File: config.mk
export PLATFORM = sky130hd
export DESIGN_NAME = audio_peak_hex_flat
export DESIGN_NICKNAME = d
export VERILOG_FILES = /design/src/rtl/audio_peak_hex_if.sv /design/src/rtl/audio_peak_hex.sv /design/src/flat_wrapper.sv
export SDC_FILE = /design/constraint.sdc
export NUM_CORES = 1
export LEC_CHECK = 0
export CORE_MARGIN = 2
export CORE_UTILIZATION = 50
export CTS_CLUSTER_SIZE = 16
export DETAILED_ROUTE_END_ITERATION = 10
export PLACE_DENSITY = 0.82
export SLEW_MARGIN = 20
export SYNTH_ARGS = -nofsm -noshare
export SYNTH_HDL_FRONTEND = slang
export SYNTH_SLANG_ARGS = --single-unit
File: constraint.sdc
create_clock -name clock -period 4.4 [get_ports clock]
set_input_delay 0.88 -clock clock [delete_from_list [all_inputs] [get_ports clock]]
set_output_delay 0.88 -clock clock [all_outputs]
set_load 0.01 [all_outputs]
File: src/rtl/audio_peak_hex_if.sv
`default_nettype none
// ============================================================================
//  audio_peak_hex_if : sample valid/ready handshake, codec -> peak meter
//  Revision 1.0
// ============================================================================
interface audio_peak_hex_if #(
    parameter int DATA_W = 24
);
    logic [DATA_W-1:0] sample_in;
    logic              sample_valid;
    logic              sample_ready;

    modport master (
        output sample_in,
        output sample_valid,
        input  sample_ready
    );

    modport slave (
        input  sample_in,
        input  sample_valid,
        output sample_ready
    );
endinterface
`default_nettype wire

File: src/rtl/audio_peak_hex.sv
`default_nettype none
// ============================================================================
//  audio_peak_hex : windowed peak |sample| meter feeding four hexDecoder nibbles
//  Revision 1.0
// ============================================================================
module audio_peak_hex #(
    parameter int              DATA_W      = 24,
    parameter int              WINDOW      = 48000,
    parameter logic [DATA_W-2:0] CLIP_THRESH = 23'h7F0000
) (
    input  wire logic          clock,
    input  wire logic          resetn,
    audio_peak_hex_if.slave    s_if,
    input  wire logic          freeze,
    output logic [3:0]         hex3,
    output logic [3:0]         hex2,
    output logic [3:0]         hex1,
    output logic [3:0]         hex0,
    output logic               clip,
    output logic               peak_update
);

    localparam int CNT_W = (WINDOW > 2) ? $clog2(WINDOW) : 1;
    localparam logic [CNT_W-1:0] LAST_CNT = CNT_W'(WINDOW - 1);

    typedef enum logic [0:0] {
        ST_ACCUM = 1'b0,
        ST_LATCH = 1'b1
    } state_t;

    state_t              state_q,    state_d;
    logic [CNT_W-1:0]    count_q,    count_d;
    logic [DATA_W-2:0]   run_max_q,  run_max_d;
    logic                run_clip_q, run_clip_d;
    logic [15:0]         disp_q,     disp_d;
    logic                clip_q,     clip_d;
    logic                pu_q,       pu_d;

    logic                ready_w;
    logic                accept_w;
    logic                is_min_w;
    logic [DATA_W-2:0]   neg_w;
    logic [DATA_W-2:0]   mag_w;

    // Most negative input has no positive counterpart; it saturates to full scale.
    assign is_min_w = s_if.sample_in[DATA_W-1] && ~|s_if.sample_in[DATA_W-2:0];
    assign neg_w    = ~s_if.sample_in[DATA_W-2:0] + 1'b1;
    assign mag_w    = !s_if.sample_in[DATA_W-1] ? s_if.sample_in[DATA_W-2:0] :
                      is_min_w                  ? {(DATA_W-1){1'b1}}         :
                                                  neg_w;

    assign ready_w           = (state_q == ST_ACCUM) && resetn;
    assign accept_w          = s_if.sample_valid && ready_w;
    assign s_if.sample_ready = ready_w;

    always_comb begin
        state_d    = state_q;
        count_d    = count_q;
        run_max_d  = run_max_q;
        run_clip_d = run_clip_q;
        disp_d     = disp_q;
        clip_d     = clip_q;
        pu_d       = 1'b0;
        case (state_q)
            ST_ACCUM: begin
                if (accept_w) begin
                    if (mag_w > run_max_q) begin
                        run_max_d = mag_w;
                    end
                    if (mag_w >= CLIP_THRESH) begin
                        run_clip_d = 1'b1;
                    end
                    if (count_q == LAST_CNT) begin
                        count_d = '0;
                        state_d = ST_LATCH;
                    end else begin
                        count_d = count_q + 1'b1;
                    end
                end
            end
            ST_LATCH: begin
                if (!freeze) begin
                    disp_d = run_max_q[DATA_W-2 -: 16];
                    clip_d = run_clip_q;
                    pu_d   = 1'b1;
                end
                run_max_d  = '0;
                run_clip_d = 1'b0;
                state_d    = ST_ACCUM;
            end
            default: state_d = ST_ACCUM;
        endcase
    end

    always_ff @(posedge clock or negedge resetn) begin
        if (!resetn) begin
            state_q    <= ST_ACCUM;
            count_q    <= '0;
            run_max_q  <= '0;
            run_clip_q <= 1'b0;
            disp_q     <= '0;
            clip_q     <= 1'b0;
            pu_q       <= 1'b0;
        end else begin
            state_q    <= state_d;
            count_q    <= count_d;
            run_max_q  <= run_max_d;
            run_clip_q <= run_clip_d;
            disp_q     <= disp_d;
            clip_q     <= clip_d;
            pu_q       <= pu_d;
        end
    end

    assign hex3        = disp_q[15:12];
    assign hex2        = disp_q[11:8];
    assign hex1        = disp_q[7:4];
    assign hex0        = disp_q[3:0];
    assign clip        = clip_q;
    assign peak_update = pu_q;

endmodule
`default_nettype wire

File: src/flat_wrapper.sv
// flat-port wrapper written by rule: the top's interface ports become plain ports
module audio_peak_hex_flat 
#(
    parameter int              DATA_W      = 24,
    parameter int              WINDOW      = 48000,
    parameter logic [DATA_W-2:0] CLIP_THRESH = 23'h7F0000
)
  (clock, resetn, freeze, hex3, hex2, hex1, hex0, clip, peak_update, s_if_sample_in, s_if_sample_valid, s_if_sample_ready);
  audio_peak_hex_if #(.DATA_W(DATA_W)) s_if_i ();
  input  wire logic clock;
  input  wire logic resetn;
  input  wire logic freeze;
  output logic [3:0] hex3;
  output logic [3:0] hex2;
  output logic [3:0] hex1;
  output logic [3:0] hex0;
  output logic clip;
  output logic peak_update;
  input wire logic [$bits(s_if_i.sample_in)-1:0] s_if_sample_in;
  input wire logic [$bits(s_if_i.sample_valid)-1:0] s_if_sample_valid;
  output wire logic [$bits(s_if_i.sample_ready)-1:0] s_if_sample_ready;
  assign s_if_i.sample_in = s_if_sample_in;
  assign s_if_i.sample_valid = s_if_sample_valid;
  assign s_if_sample_ready = s_if_i.sample_ready;
  audio_peak_hex #(.DATA_W(DATA_W), .WINDOW(WINDOW), .CLIP_THRESH(CLIP_THRESH)) u_core (.clock(clock), .resetn(resetn), .s_if(s_if_i), .freeze(freeze), .hex3(hex3), .hex2(hex2), .hex1(hex1), .hex0(hex0), .clip(clip), .peak_update(peak_update));
endmodule
==> flow_metrics.tcl <==
set metrics [dict create \
    post-place-ws_ps -620 \
    power_density_nw_per_um2 392 \
    overflow 0 \
    fin_util_pct 73.3 \
    wirelength_mm 13.1 \
    gp_congestion 0.981 \
    synth-seq-area-share_pct 37.9 \
    diodes 0 \
    cts_root_buf "clkbuf_8" \
    start_kind "primary input" \
    ios 47 \
    ys.flop_type "dfrtp_1" \
    worstHoldPathCells 2 \
    final_cells 681 \
    crit_chain "clkdlybuf4s15_1, or4_4, or4_4, buf_4, buf_4, o311ai_4, o21a_1, ha_1, and4_4, nand4_1, nor3_2, a221oi_4, nand2_2, buf_12, buf_12, mux2_1" \
    area_growth_pct 44.0 \
    syn_nets 494 \
    coreArea_um2 7650 \
    critPathArrivalTime_ps 4650 \
    clkLatencyLatePin_ps 350 \
    die_h_um 92.2 \
    grt_util_all_layers_pct 29.0 \
    postCtsHoldBufs 0 \
    clock.fmax_mhz 226 \
    irDropWorstVdd_mv 0.209 \
    grt_pass1_wl_mm 19.4 \
    drc 0 \
    min_period_ps 4430 \
    grt_max_degree 41 \
    fin_hold_ws_ps 478 \
    p_leak_uw 0.00262 \
    cts_made_buffers 9 \
    combPwrFrac_pct 43.8 \
    fin_crit_sh_pct 101 \
    endpoint_kind "flop" \
    dp.cells 642 \
    cp.buffers_inverters 5 \
    row_count 32 \
    rsz0062_at_grt "yes" \
    wire_per_inst_um 19.2 \
    cp_max_fo 6 \
    htreeDepth 3 \
    p_sw_uw 790 \
    drtIter0Drc 506 \
    cpMaxStageDelayCell "or4_4" \
    antenna_found_initial 0 \
    internal-power_uw 1410 \
    grt_pass1_vias 4148 \
    setup_slack_ps -33.1 \
    skew_ps 7.87 \
    status "finished, violations left" \
    seq_power_share_pct 33.5 \
    cp.depth 16 \
    synth_cell_type_count 56 \
    drive_gt1_share_pct 29.0 \
    hold_viol 0 \
    setup_viol 8 \
    async_flop_share_pct 100 \
    num_vias 4250 \
    violations "negative setup slack" \
    ys_warn_count 0 \
    critPathKind "in -> reg" \
    max-cap-violations 0 \
    numPortBuffers 46 \
    num-fill-cells 487 \
    tightest_slew_ps 1060 \
    relSlewSlack_pct 29.2 \
    syn-cell-area_um2 3890 \
    clkPwrFrac_pct 22.7 \
    syn_area_per_cell_um2 8.83 \
    hold_path_class "reg -> reg" \
    cp.required_ps 4620 \
    clk_pin_slew_ps 60 \
    drtAntennaViolNets 0 \
    swShare_pct 36.0 \
    fp.dieW_um 92.2 \
    synth_cells 441 \
    timing.final.max_slew_violations 0 \
    slowest_delay_ps 560 \
    via_per_inst 6.24 \
    layout.nets 627 \
    die-area_um2 8510 \
    dp_hpwl_mm 7.93 \
    reg2reg_depth 5 \
    clockBufferDepth 2 \
    start_util_pct 50.9 \
    cp_top_family "simple AND/OR/NAND/NOR gates" \
    numClockSinks 59 \
    first_pass_iters 6 \
    cts_tree "built" \
    synth_edf_count 0 \
    ys_ff_latch 59 \
]
[logic make-up after synthesis]
logic type | synth area share [%]
XOR/XNOR | 2.92
buffers and inverters | 4.76
multiplexers | 7.10
AND/OR/NAND/NOR | 22.8
AO/OA/AOI/OAI | 16.4
flip-flops | 37.9
adder cells (fa/ha/maj) | 8.03
[cell usage in the layout (no fill, tap or decap), types with 8 or more instances in the layout]
master,n
clkbuf_8,10
inv_1,30
nor2_1,47
dfrtp_1,59
mux2_1,9
o31ai_1,8
nand4_1,11
ha_1,22
nand2_1,38
clkdlybuf4s50_1,30
nand3_1,12
or3_1,8
o21ai_0,35
buf_4,83
o21ai_1,14
a21oi_1,13
xnor2_1,8
[routing by layer]
layer	wire [µm]	global-route usage, %	vias up
met2	6330	48.7	272
met5	0	0	-
met4	820	16.3	0
met1	4890	33.6	2035
li1	-	-	1853
met3	1050	7.40	90
[area by class of cell]
class	count	area (µm²)	share of cell area (%)
multi-input combinational	334	2490	44.4
clock buffer	11	141	2.52
sequential	59	1480	26.3
tap	102	128	2.28
inverter	32	120	2.14
clock inverter	5	52.6	0.937
timing repair buffer	138	1200	21.4
[power by group through the flow]
stage               sequential [µW]  combinational, µW  clock, µW
floorplan                       724                496          0
global placement                732                709          0
detailed placement              743                766          0
CTS                             733                860        497
global route                    747               1040        522
finish                          735                962        499
[cell usage after synthesis (all sizes together), types with 8 or more instances]
cell type	n	share of area, %
nand3	12	1.5
a21oi	15	1.9
inv	32	3.1
nor2	47	4.5
mux2	21	6.1
ha	25	8.0
clkbuf	11	1.1
dfrtp	59	38
nand2	40	3.9
o31ai	10	2.2
xnor2	8	1.8
nand4	12	2.1
o21ai	52	6.7
or3	10	1.6
nor3	11	1.8
[worst register-to-register path: stages, from the launching register on]
cell      delay [ps]
dfrtp_1          780
nand3b_1         640
nor4_2           800
o21ai_0          210
nand2_1          100
o21ai_0           70
[state kept, by name, summed over array words and instances (netlist names)]
register and count:
u_core.clip 1, u_core.count_q 16, u_core.disp_q 16, u_core.peak_update 1
u_core.run_clip_q 1, u_core.run_max_q 23, u_core.state_q 1
[path summary, 6_finish.rpt]
path	slack [ps]	endpoint	startpoint
worst min-delay path	480	u_core.disp_q[8]	u_core.disp_q[8]
max in group asynchronous	2960	u_core.disp_q[10]	resetn
worst max-delay path	-30	u_core.run_max_q[8]	s_if_sample_in[5]
min in group asynchronous	520	u_core.run_max_q[5]	resetn
worst max register to register	1690	u_core.count_q[9]	u_core.state_q
worst min register to register	480	u_core.disp_q[8]	u_core.disp_q[8]
[through the flow]
step           area, µm²  TNS (ps)  power (µW)
2_1_floorplan       3920         0        1220
3_3_place_gp        4980    -10700        1440
3_5_place_dp        4980    -13240        1510
4_1_cts             5420         0        2090
5_1_grt             5610     -2050        2310
6_report            5610      -153        2200
[what timing repair did]
| item | 4_1_cts | 5_1_grt |
|---|---|---|
| pin swaps | 20 | 18 |
| cloned | 0 | 0 |
| endpoints found under the setup margin | 23 | 23 |
| buffers inserted | 14 | 10 |
| gates resized for setup | 55 | 28 |
Note: power is estimated with default switching activity, not from simulation.
